`config.mk`:
```
export PLATFORM = sky130hd
export DESIGN_NAME = fetch_stage
export DESIGN_NICKNAME = d
export VERILOG_FILES = /design/src/rtl/fetch_stage.sv
export SDC_FILE = /design/constraint.sdc
export NUM_CORES = 1
export LEC_CHECK = 0
export ABC_CLOCK_PERIOD_IN_PS = 9750
export CAP_MARGIN = 20
export CELL_PAD_IN_SITES_DETAIL_PLACEMENT = 2
export CELL_PAD_IN_SITES_GLOBAL_PLACEMENT = 2
export CORE_MARGIN = 2
export CORE_UTILIZATION = 33
export DETAILED_ROUTE_END_ITERATION = 8
export PLACE_DENSITY = 0.79
export REMOVE_ABC_BUFFERS = 1
export SLEW_MARGIN = 30
export SYNTH_ARGS = -nofsm -noshare
export SYNTH_HDL_FRONTEND = slang
export SYNTH_SLANG_ARGS = --single-unit
```
`constraint.sdc`:
```
create_clock -name clk -period 9.75 [get_ports clk]
set_clock_uncertainty 0.15 [all_clocks]
set_input_delay 1.95 -clock clk [delete_from_list [all_inputs] [get_ports clk]]
set_output_delay 1.95 -clock clk [all_outputs]
set_load 0.01 [all_outputs]
```
`src/rtl/fetch_stage.sv`:
```
// rtl/fetch_stage.sv - instruction fetch stage: PC, credit-limited imem requests, response FIFO, redirect flush
// Optional saturating perf counters are built when FETCH_PERF_COUNT_EN is defined.
module fetch_stage #(
  parameter logic [31:0] RESET_PC  = 32'h0000_0000,
  parameter int          BUF_DEPTH = 2
) (
  input  logic        clk,
  input  logic        reset_n,
  output logic        imem_req,
  output logic [31:0] imem_addr,
  input  logic        imem_ready,
  input  logic        imem_rvalid,
  input  logic [31:0] imem_rdata,
  input  logic        redirect_valid,
  input  logic [31:0] redirect_pc,
  input  logic        stall,
  output logic        if_valid,
  output logic [31:0] if_instruction,
  output logic [31:0] if_pc
`ifdef FETCH_PERF_COUNT_EN
  ,
  output logic [31:0] perf_fetched,
  output logic [31:0] perf_flushed
`endif
);

  localparam int PW = $clog2(BUF_DEPTH);

  typedef enum logic [1:0] {BOOT, FETCH, FLUSH} state_t;

  state_t        state;
  logic [31:0]   pc;
  logic [3:0]    outstanding;
  logic [3:0]    drop_cnt;
  logic [3:0]    count;
  logic [PW-1:0] rd_ptr;
  logic [PW-1:0] wr_ptr;
  logic [31:0]   buf_instr [BUF_DEPTH];
  logic [31:0]   buf_pc    [BUF_DEPTH];

  logic          pop;
  logic          accept;
  logic          rsp_hit;
  logic [4:0]    credit_used;
  logic [3:0]    inflight;
  logic [3:0]    new_drop;
  logic [31:0]   redirect_aligned;
  logic [31:0]   rsp_tag;
  logic          unused_ok;

  function automatic logic [PW-1:0] next_ptr(input logic [PW-1:0] p);
    return (p == PW'(BUF_DEPTH - 1)) ? '0 : p + PW'(1);
  endfunction

  assign unused_ok        = ^redirect_pc[1:0];
  assign redirect_aligned = {redirect_pc[31:2], 2'b00};

  assign if_valid       = (count != 4'd0);
  assign if_instruction = if_valid ? buf_instr[rd_ptr] : 32'd0;
  assign if_pc          = if_valid ? buf_pc[rd_ptr] : 32'd0;

  assign pop         = if_valid && !stall;
  assign credit_used = {1'b0, outstanding} + {1'b0, count} - {4'b0, pop};
  assign imem_req    = (state == FETCH) && !redirect_valid && (credit_used < 5'(BUF_DEPTH));
  assign imem_addr   = pc;
  assign accept      = imem_req && imem_ready;

  // In-flight responses are tracked by outstanding in FETCH and by drop_cnt in FLUSH.
  assign inflight = (state == FLUSH) ? drop_cnt : outstanding;
  assign rsp_hit  = imem_rvalid && (inflight != 4'd0);
  assign new_drop = inflight - {3'b0, rsp_hit};

  // Requests are consecutive words, so the oldest outstanding one sits outstanding*4 behind pc.
  assign rsp_tag = pc - {26'd0, outstanding, 2'b00};

`ifdef FETCH_PERF_COUNT_EN
  logic        pop_fetch;
  logic [3:0]  flush_inc;
  logic [32:0] flushed_sum;

  assign pop_fetch   = (state == FETCH) && !redirect_valid && pop;
  assign flush_inc   = (redirect_valid && state != BOOT) ? count + {3'b0, rsp_hit} :
                       (state == FLUSH) ? {3'b0, rsp_hit} : 4'd0;
  assign flushed_sum = {1'b0, perf_flushed} + {29'd0, flush_inc};
`endif

  always_ff @(posedge clk) begin
    if (!reset_n) begin
      state       <= BOOT;
      pc          <= RESET_PC;
      outstanding <= 4'd0;
      drop_cnt    <= 4'd0;
      count       <= 4'd0;
      rd_ptr      <= '0;
      wr_ptr      <= '0;
`ifdef FETCH_PERF_COUNT_EN
      perf_fetched <= 32'd0;
      perf_flushed <= 32'd0;
`endif
    end else begin
      if (state == BOOT) begin
        state <= FETCH;
        if (redirect_valid) pc <= redirect_aligned;
      end else if (redirect_valid) begin
        pc          <= redirect_aligned;
        count       <= 4'd0;
        rd_ptr      <= '0;
        wr_ptr      <= '0;
        outstanding <= 4'd0;
        drop_cnt    <= new_drop;
        state       <= (new_drop != 4'd0) ? FLUSH : FETCH;
      end else if (state == FLUSH) begin
        if (rsp_hit) begin
          drop_cnt <= drop_cnt - 4'd1;
          if (drop_cnt == 4'd1) state <= FETCH;
        end
      end else begin
        if (accept) pc <= pc + 32'd4;
        outstanding <= outstanding + {3'b0, accept} - {3'b0, rsp_hit};
        if (rsp_hit) begin
          buf_instr[wr_ptr] <= imem_rdata;
          buf_pc[wr_ptr]    <= rsp_tag;
          wr_ptr            <= next_ptr(wr_ptr);
        end
        if (pop) rd_ptr <= next_ptr(rd_ptr);
        count <= count + {3'b0, rsp_hit} - {3'b0, pop};
      end
`ifdef FETCH_PERF_COUNT_EN
      if (pop_fetch && perf_fetched != 32'hFFFF_FFFF) perf_fetched <= perf_fetched + 32'd1;
      perf_flushed <= flushed_sum[32] ? 32'hFFFF_FFFF : flushed_sum[31:0];
`endif
    end
  end

endmodule
```
==> flow_summary_export.csv, run 1 <==
group,metric,value,unit
placed_design,gp_congestion,0.8126,
min_path,worstHoldPathType,"flip-flop to flip-flop",
global_route,overflow,0,
route,drtIter0Drc,396,
final_layout,nNetsFinal,1085,
sta,max_freq,144.9,MHz
synth,synthFlopType,"edfxtp_1",
sta,min_period_over_period,70.76,%
sta,slew_headroom,35.43,%
placed_design,dp_hpwl,18860,µm
setup_path,worstSetupStartpointType,"input pin",
synth,yosysSeqAreaShare,52.21,%
global_route,track_usage,19.99,%
floorplanning,initial_core_util,33.33,%
pwr,clkPwrFrac,39.4,%
pwr,switchingPower,0.5087,mW
final_layout,final_common_cell,"clkdlybuf4s50_1",
sta,worstMarginPinSlew,0.9606,ns
route,drtPass1Iterations,4,
pwr,switching_share,27.94,%
sta,drv_slew,0,
cts,path_clk_slew,0.08,ns
cts,ctsLongestPathBuffers,2,
pwr,comb_power_share,14.7,%
pwr,pwr-share-seq,45.9,%
route,via_per_inst,5.389,
global_route,grt_pass1_vias,7845,
cts,cts_tree,"built",
synth,yosysWarnings,0,
setup_path,crit_type,"input pin to output port",
cts,cts-root-buf,"clkbuf_16",
global_route,grt_max_degree,65,
route,drt-total-wl,27720,µm
floorplanning,io_pins,168,
outcome,status,"finished, final reports clean",
pwr,p_int,1.312,mW
final_layout,design_area,0.01148,mm²
cts,cts.hold.buffers_added,0,
synth,synth_edf_count,124,
synth,synth-seq-cells,171,
job,max_cap_viol_count,0,
setup_path,end_kind,"output port",
route,num_vias,7232,
sta,min_period,6.899,ns
final_layout,seq_area,0.004668,mm²
sta,setup_slack,2.851,ns
setup_path,crit_arrival,4.80,ns
floorplanning,die_area,0.02840,mm²
floorplanning,fp-row-count,60,
cts,cts_setup_buffers,0,
pwr,peakVddDrop,0.08731,mV
cts,htree_levels,4,
floorplanning,fp.dieH,168.5,µm
sta,rsz0062_at_grt,"no",
setup_path,path_max_fanout,4,
setup_path,worstPathRequired,7.65,ns
global_route,antenna_found_initial,0,
placed_design,port_buffers,161,
sta,finalHoldViolations,0,
placed_design,dpl-instance-area,0.01086,mm²
global_route,grt_pass1_wl,44210,µm
sta,holdWs,0.3665,ns
final_layout,antennaDiodeCount,0,
final_layout,areaGrowthSynthToFinish,28.52,%
final_layout,drive_gt1_share,7.792,%
route,drtAntennaViolNets,0,
final_layout,layout_common_cells,"161 x clkdlybuf4s50_1, 124 x edfxtp_1, 116 x nor2_1",
sta,setup_violations,0,
placed_design,dp_worst_setup_slack,2.874,ns
final_layout,fillCellCount,2781,
floorplanning,die_w,168.5,µm
pwr,total_power,1.821,mW
synth,synthCells,851,
pwr,power_per_cell_area,158.6,mW/mm²
synth,ys_async_sr_fraction,0,%
floorplanning,coreArea,0.02680,mm²
final_layout,multiInputGateArea,0.003904,mm²
sta,tns,0,ns
pwr,leakagePower,3.881,nW
cts,cts_buffers,17,
synth,synth_cell_types,64,
synth,syn_area_per_cell,10.50,µm²
route,drc,0,
cts,cts-resized-gates,0,
cts,clk_latency,0.44,ns
route,wire_per_inst,20.65,µm
cts,clock-sinks,171,
synth,synth_area,0.008934,mm²
[layer usage]
| layer | vias up | part of all wire [%] | GRT usage (%) | wire length (µm) |
|---|---|---|---|---|
| li1 | 3386 | - | - | - |
| met1 | 3665 | 46 | 26.41 | 12820 |
| met2 | 156 | 50 | 35.02 | 13780 |
| met3 | 25 | 2.9 | 2.361 | 800 |
| met4 | 0 | 1.1 | 4.985 | 316 |
| met5 | - | 0 | 0 | 0 |
[worst paths after layout]
kind | startpoint | endpoint | slack [ns] | cells past startpoint
worst max-delay path | stall | imem_req | 2.85 | 9
worst min-delay path | outstanding[3] | outstanding[3] | 0.37 | 2
worst max register to register | count[2] | outstanding[3] | 5.85 | 18
worst min register to register | outstanding[3] | outstanding[3] | 0.37 | 2
[registers in the layout (all words and copies together) (netlist names), named ones only]
register     cells
buf_instr       64
buf_pc          60
count            4
drop_cnt         4
imem_addr       30
outstanding      4
rd_ptr           1
state            2
wr_ptr           1
[power by group through the flow]
stage	Sequential (mW)	Combinational, mW	Clock [mW]
2_1_floorplan	0.846	0.140	0
3_3_place_gp	0.851	0.255	0
3_5_place_dp	0.852	0.267	0
4_1_cts	0.836	0.270	0.733
5_1_grt	0.840	0.295	0.756
6_report	0.837	0.268	0.717
[synth_stat cells, drive strengths merged (2+ instances only)]
cell type  instances  area [µm²]
edfxtp           124        3724
nor2             117       439.2
mux2i             69       690.7
nand2             53       198.9
a21oi             51       255.2
dfxtp             47       940.9
o21ai             42       210.2
clkbuf            38       142.6
inv               36       135.1
buf               23       120.1
ha                23       287.8
xnor2             23       201.4
nand3             18       95.09
o211ai            16       120.1
a31oi             13       81.33
o31ai             13       97.59
nand4             12       75.07
nor3              12       75.07
nor4              10       90.08
xor2              10       87.58
a22oi              8       60.06
nor2b              7       43.79
a21o               6       45.04
o22ai              6       37.54
or3                6       47.54
a221oi             5       43.79
and2               5       31.28
o221a              5       56.30
fa                 4       80.08
o21a               4       30.03
or2                4       25.02
a211o              3       26.28
a32o               3       30.03
and3               3       18.77
and4               3       26.28
mux2               3       33.78
nand2b             3       18.77
a22o               2       17.52
a311oi             2       17.52
nor4b              2       23.77
o2111a             2       22.52
o221ai             2       17.52
o41ai              2       17.52
[worst max-delay path, cell delays in order]
cell	delay, ns
clkdlybuf4s50_1	0.43
or2_2	0.29
o21ai_1	0.24
nand2_1	0.11
fa_1	0.41
xnor2_1	0.16
nor4b_2	0.43
and3_1	0.22
clkdlybuf4s50_1	0.54
[through the flow]
step	cells	util [%]
after CTS	1342	42.82
after detailed placement	1310	40.53
after floorplan	793	-
final	1342	42.84
after global placement	1310	40.51
after global routing	1342	42.84
[logic make-up after synthesis]
logic type                 Yosys count  synth area share, %
and+or+nand+nor                    258                13.84
xor gates and xnor gates            33                3.235
muxes                               72                8.109
DFF                                171                52.21
other                                1              0.04198
buffers and inverters               98                4.496
adders and majority gates           27                4.118
AOI/OAI and AO/OA                  191                13.95
[final cells by class]
| type | instances | share of cell area (%) |
|---|---|---|
| inverter | 37 | 1.210 |
| timing repair buffer | 176 | 15.05 |
| multi-input combinational | 585 | 34.00 |
| sequential | 171 | 40.66 |
| clock inverter | 15 | 1.656 |
| tap | 341 | 3.716 |
| clock buffer | 17 | 3.705 |
No activity file was read; power rests on OpenSTA's default activity.
==> run 2: changes to the inputs <==
--- a/config.mk
+++ b/config.mk
@@ -5,7 +5,7 @@
 export SDC_FILE = /design/constraint.sdc
 export NUM_CORES = 1
 export LEC_CHECK = 0
-export ABC_CLOCK_PERIOD_IN_PS = 9750
+export ABC_CLOCK_PERIOD_IN_PS = 6900
 export CAP_MARGIN = 20
 export CELL_PAD_IN_SITES_DETAIL_PLACEMENT = 2
 export CELL_PAD_IN_SITES_GLOBAL_PLACEMENT = 2
==> constraint.sdc (replaced) <==
create_clock -name clk -period 6.9 [get_ports clk]
set_clock_uncertainty 0.15 [all_clocks]
set_input_delay 1.38 -clock clk [delete_from_list [all_inputs] [get_ports clk]]
set_output_delay 1.38 -clock clk [all_outputs]
set_load 0.01 [all_outputs]
==> flow_summary_export.csv, run 2 (synthesis gave the netlist of run 1 again) <==
group,metric,value,unit
outcome,status,"finished, final reports clean",
cts,path_clk_slew,0.08,ns
pwr,power_per_cell_area,223.7,mW/mm²
final_layout,fillCellCount,2803,
setup_path,critPathTopFamily,"simple AND/OR/NAND/NOR gates",
setup_path,worstPathRequired,5.37,ns
floorplanning,die_area,0.02840,mm²
setup_path,r2r-end,"outstanding[3]",
final_layout,final_common_cell,"clkdlybuf4s50_1",
global_route,use_met2,34.71,%
global_route,top_usage_layer,"met2",
setup_path,crit_arrival,4.22,ns
global_route,grt_max_degree,63,
sta,finalHoldViolations,0,
global_route,overflow,0,
cts,cts-resized-gates,0,
setup_path,crit_chain,"clkdlybuf4s50_1 > or2_2 > o21ai_1 > nand2_1 > fa_1 > xnor2_1 > nor4b_2 > and3_1 > clkdlybuf4s50_1",
route,num_vias,7266,
min_path,worstHoldPathType,"flip-flop to flip-flop",
cts,cts_buffers,17,
route,drt-total-wl,28080,µm
floorplanning,io_pins,168,
global_route,use_met3,2.759,%
final_layout,fin_util,42.85,%
floorplanning,initial_core_util,33.33,%
cts,cts_setup_buffers,0,
job,max_cap_viol_count,0,
route,drtAntennaViolNets,0,
route,drc,0,
sta,setup_violations,0,
global_route,met1_usage,26.17,%
cts,cts-root-buf,"clkbuf_16",
setup_path,r2r_cells,15,
global_route,grt_pass1_vias,7731,
setup_path,end_kind,"output port",
floorplanning,coreArea,0.02680,mm²
cts,cts.hold.buffers_added,0,
setup_path,rr_startpoint,"outstanding[1]",
setup_path,crit_start,"stall",
final_layout,drive_gt1_share,7.700,%
global_route,grt_pass1_wl,44370,µm
final_layout,largest_reg_flops,64,
pwr,leakagePower,3.878,nW
setup_path,worstSetupStartpointType,"input pin",
cts,ctsLongestPathBuffers,2,
final_layout,antennaDiodeCount,0,
placed_design,gp_congestion,0.7854,
setup_path,endpoint,"imem_req",
final_layout,areaGrowthSynthToFinish,28.54,%
global_route,antenna_found_initial,0,
sta,slew_headroom,38.16,%
route,via_per_inst,5.418,
global_route,track_usage,20.15,%
cts,htree_levels,4,
setup_path,path_max_fanout,4,
route,drtPass1Iterations,5,
sta,drv_slew,0,
setup_path,cp_slowest_stage_delay,0.53,ns
floorplanning,fp-row-count,60,
sta,min_period,5.754,ns
placed_design,port_buffers,161,
cts,cts_tree,"built",
placed_design,dp_hpwl,19270,µm
final_layout,layout_common_cells,"161 x clkdlybuf4s50_1, 124 x edfxtp_1, 116 x nor2_1",
final_layout,nNetsFinal,1084,
sta,rsz0062_at_grt,"no",
setup_path,critPathMostFrequentCell,"clkdlybuf4s50_1",
setup_path,slowest_stage,"clkdlybuf4s50_1",
final_layout,largest_register,"buf_instr",
sta,setup_slack,1.146,ns
sta,min_period_over_period,83.39,%
pwr,peakVddDrop,0.1623,mV
route,drtIter0Drc,447,
sta,worstMarginPinSlew,0.9276,ns
setup_path,cp_num_cells,9,
cts,clock-sinks,171,
setup_path,crit_type,"input pin to output port",
floorplanning,fp.dieH,168.5,µm
setup_path,reg2reg_slack,2.82,ns
sta,max_freq,173.8,MHz
placed_design,dp_worst_setup_slack,1.178,ns
floorplanning,die_w,168.5,µm
route,wire_per_inst,20.94,µm
setup_path,worst-path-buf-inv,2,
cts,clk_latency,0.44,ns
[run 2: changes by cell type in the layout (fill, tap and decap cells not counted), moves of 2 or more]
cell	delta
clkinv_8	+2
bufinv_16	-2
inv_12	+3
clkinv_4	-2
[run 2: worst min path at each step]
stage	from	endpoint	slack [ns]	cells past startpoint
after floorplan	outstanding[3]	outstanding[3]	0.32	2
after global placement	count[3]	count[3]	0.34	2
after detailed placement	outstanding[3]	outstanding[3]	0.37	2
after CTS	count[3]	count[3]	0.39	2
after global routing	rd_ptr	flip-flop	0.43	2
final	count[3]	count[3]	0.39	2
[run 2: power by group]
part | leakage [nW] | switching (mW) | internal [mW]
logic | 2.07 | 0.215 | 0.165
clock network | 0.300 | 0.507 | 0.502
registers | 1.51 | 0.0472 | 1.13
[run 2: layout make-up]
| type | instances | area, µm² | area share, % |
|---|---|---|---|
| multi-input cells | 585 | 3906 | 34.02 |
| inverters | 37 | 138.9 | 1.209 |
| well taps | 341 | 426.7 | 3.715 |
| flip-flops and latches | 171 | 4668 | 40.65 |
| clock buffers | 17 | 425.4 | 3.705 |
| clock inverters | 15 | 188.9 | 1.645 |
| repair buffers | 175 | 1729 | 15.06 |
[run 2: worst register-to-register path, stage by stage, from the launching register on]
cell,delay [ns]
dfxtp_1,0.54
inv_1,0.23
ha_1,0.37
fa_1,0.46
xnor2_1,0.16
nor4b_2,0.43
nand4_1,0.16
ha_1,0.29
inv_1,0.04
ha_1,0.20
a21o_1,0.19
a21oi_1,0.19
xnor2_1,0.18
nor2_1,0.07
o21ai_0,0.20
a21oi_1,0.09
[run 2: stage by stage]
| stage | total power [mW] | setup TNS (ns) | cells | hold WS [ns] | cell area [µm²] |
|---|---|---|---|---|---|
| 2_1_floorplan | 1.393 | -124.13 | 793 | 0.3216 | 8682 |
| 3_3_place_gp | 1.561 | 0 | 1309 | 0.3416 | 10860 |
| 3_5_place_dp | 1.579 | 0 | 1309 | 0.3736 | 10870 |
| 4_1_cts | 2.593 | 0 | 1341 | 0.3926 | 11480 |
| 5_1_grt | 2.671 | 0 | 1341 | 0.4310 | 11480 |
| 6_report | 2.569 | 0 | 1341 | 0.3882 | 11480 |
[run 2: metal layers]
| layer | vias to the layer above | wire (µm) |
|---|---|---|
| met5 | - | 0 |
| met4 | 0 | 632 |
| met3 | 38 | 978 |
| met2 | 187 | 13890 |
| met1 | 3649 | 12580 |
| li1 | 3392 | - |
==> run 3: changes to the inputs <==
--- a/config.mk
+++ b/config.mk
@@ -5,7 +5,7 @@
 export SDC_FILE = /design/constraint.sdc
 export NUM_CORES = 1
 export LEC_CHECK = 0
-export ABC_CLOCK_PERIOD_IN_PS = 6900
+export ABC_CLOCK_PERIOD_IN_PS = 5400
 export CAP_MARGIN = 20
 export CELL_PAD_IN_SITES_DETAIL_PLACEMENT = 2
 export CELL_PAD_IN_SITES_GLOBAL_PLACEMENT = 2
==> constraint.sdc (replaced) <==
create_clock -name clk -period 5.4 [get_ports clk]
set_clock_uncertainty 0.15 [all_clocks]
set_input_delay 1.08 -clock clk [delete_from_list [all_inputs] [get_ports clk]]
set_output_delay 1.08 -clock clk [all_outputs]
set_load 0.01 [all_outputs]
==> flow_summary_export.csv, run 3 (synthesis gave the netlist of run 1 again) <==
group,metric,value,unit
placed_design,gp_congestion,0.7941,
sta,min_period,5.207,ns
final_layout,fillCellCount,2813,
sta,drv_slew,0,
setup_path,slowest_stage,"clkdlybuf4s50_1",
route,drtIter0Drc,438,
route,drc,0,
global_route,grt_max_degree,63,
final_layout,fin_util,43.04,%
setup_path,cp_slowest_stage_delay,0.53,ns
route,drt-total-wl,28150,µm
pwr,leakagePower,3.900,nW
floorplanning,fp-row-count,60,
pwr,peakVddDrop,0.1795,mV
min_path,worstHoldPathType,"flip-flop to flip-flop",
route,drtPass1Iterations,5,
sta,max_freq,192.1,MHz
placed_design,dp_hpwl,19350,µm
cts,htree_levels,4,
sta,worstMarginPinSlew,0.8411,ns
final_layout,design_area,0.01153,mm²
sta,holdWs,0.3996,ns
floorplanning,die_area,0.02840,mm²
cts,clk_latency,0.44,ns
cts,cts_buffers,17,
global_route,overflow,0,
route,drtAntennaViolNets,0,
placed_design,dpl-instance-area,0.01090,mm²
floorplanning,coreArea,0.02680,mm²
route,wire_per_inst,20.95,µm
job,max_cap_viol_count,0,
setup_path,crit_arrival,3.98,ns
floorplanning,initial_core_util,33.33,%
setup_path,crit_chain,"clkdlybuf4s50_1 > or2_2 > o21ai_1 > nand2_1 > fa_1 > nand2b_1 > a21oi_1 > xnor2_1 > and3_1 > clkdlybuf4s50_1",
floorplanning,die_w,168.5,µm
final_layout,drive_gt1_share,8.076,%
cts,cts.hold.buffers_added,0,
final_layout,nNetsFinal,1087,
final_layout,final_common_cell,"clkdlybuf4s50_1",
cts,ctsLongestPathBuffers,2,
sta,setup_slack,0.1934,ns
pwr,power_per_cell_area,282.1,mW/mm²
floorplanning,io_pins,168,
cts,path_clk_slew,0.07,ns
setup_path,rr_startpoint,"count[3]",
sta,slew_headroom,43.93,%
final_layout,largest_register,"buf_instr",
route,via_per_inst,5.388,
cts,cts_tree,"built",
final_layout,areaGrowthSynthToFinish,29.12,%
final_layout,largest_reg_flops,64,
pwr,p_int,2.295,mW
cts,cts-resized-gates,0,
placed_design,dp_worst_setup_slack,0.2050,ns
global_route,grt_pass1_wl,44460,µm
sta,finalHoldViolations,0,
global_route,grt_pass1_vias,7797,
cts,cts-root-buf,"clkbuf_16",
setup_path,end_kind,"output port",
pwr,clkPwrFrac,38.7,%
cts,cts_setup_buffers,0,
placed_design,port_buffers,161,
global_route,track_usage,20.08,%
setup_path,path_max_fanout,4,
setup_path,critPathMostFrequentCell,"clkdlybuf4s50_1",
setup_path,crit_type,"input pin to output port",
cts,clock-sinks,171,
sta,min_period_over_period,96.42,%
pwr,pwr-share-seq,46.4,%
pwr,switchingPower,0.9589,mW
final_layout,layout_common_cells,"161 x clkdlybuf4s50_1, 124 x edfxtp_1, 116 x nor2_1",
setup_path,worstSetupStartpointType,"input pin",
sta,rsz0062_at_grt,"no",
min_path,hold_start,"rd_ptr",
setup_path,crit_start,"stall",
sta,setup_violations,0,
setup_path,worstPathRequired,4.17,ns
pwr,switching_share,29.47,%
pwr,comb_power_share,14.9,%
final_layout,antennaDiodeCount,0,
route,num_vias,7242,
outcome,status,"finished, final reports clean",
global_route,antenna_found_initial,0,
floorplanning,fp.dieH,168.5,µm
## run 3: cell count changes in the layout (fill, tap and decap cells not counted), sizes merged
cell	previous run	this run
buf	14	17
inv	48	45
clkinv	4	7
## run 3: critical path, delay by kind of cell
family                   cells  cell delay (ns)
AO/OA/AOI/OAI                2             0.45
AND/OR/NAND/NOR              4             0.81
adder cells (fa/ha/maj)      1             0.43
buffers and inverters        2             0.96
XOR/XNOR                     1             0.23
## run 3: per-layer routing
| layer | up-vias | GRT usage [%] | wire length, µm |
|---|---|---|---|
| met1 | 3670 | 26.44 | 12790 |
| li1 | 3388 | - | - |
| met3 | 23 | 2.619 | 874 |
| met2 | 161 | 34.80 | 14100 |
| met4 | 0 | 5.622 | 382 |
| met5 | - | 0 | 0 |
## run 3: stage by stage
stage               setup TNS [ns]  std cells  power [mW]
finish                           0       1344       3.253
detailed placement               0       1311       2.016
floorplan                  -198.53        793       1.780
CTS                              0       1343       3.289
global placement                 0       1311       1.995
global route                     0       1344       3.384
## run 3: power groups by stage
stage | registers (mW) | clock network [mW] | logic (mW)
6_report | 1.51 | 1.26 | 0.484
5_1_grt | 1.52 | 1.34 | 0.530
4_1_cts | 1.51 | 1.29 | 0.487
3_5_place_dp | 1.54 | 0 | 0.478
3_3_place_gp | 1.54 | 0 | 0.459
2_1_floorplan | 1.53 | 0 | 0.253
## run 3: layout make-up
cell class              instances  area [µm²]  share of cell area (%)
clock buffers                  17       425.4                   3.688
clock inverters                15       181.4                   1.573
inverters                      37       138.9                   1.204
multi-input cells             585        3910                   33.90
flip-flops and latches        171        4668                   40.47
well taps                     341       426.7                   3.699
repair buffers                178        1784                   15.47
## run 3: final timing paths
check                                 endpoint  slack, ns  depth (start not counted)
worst min-delay path                 flip-flop       0.40                          2
worst max-delay path                  imem_req       0.19                         10
worst max register to register  outstanding[3]       1.18                         19
worst min register to register       flip-flop       0.40                          2
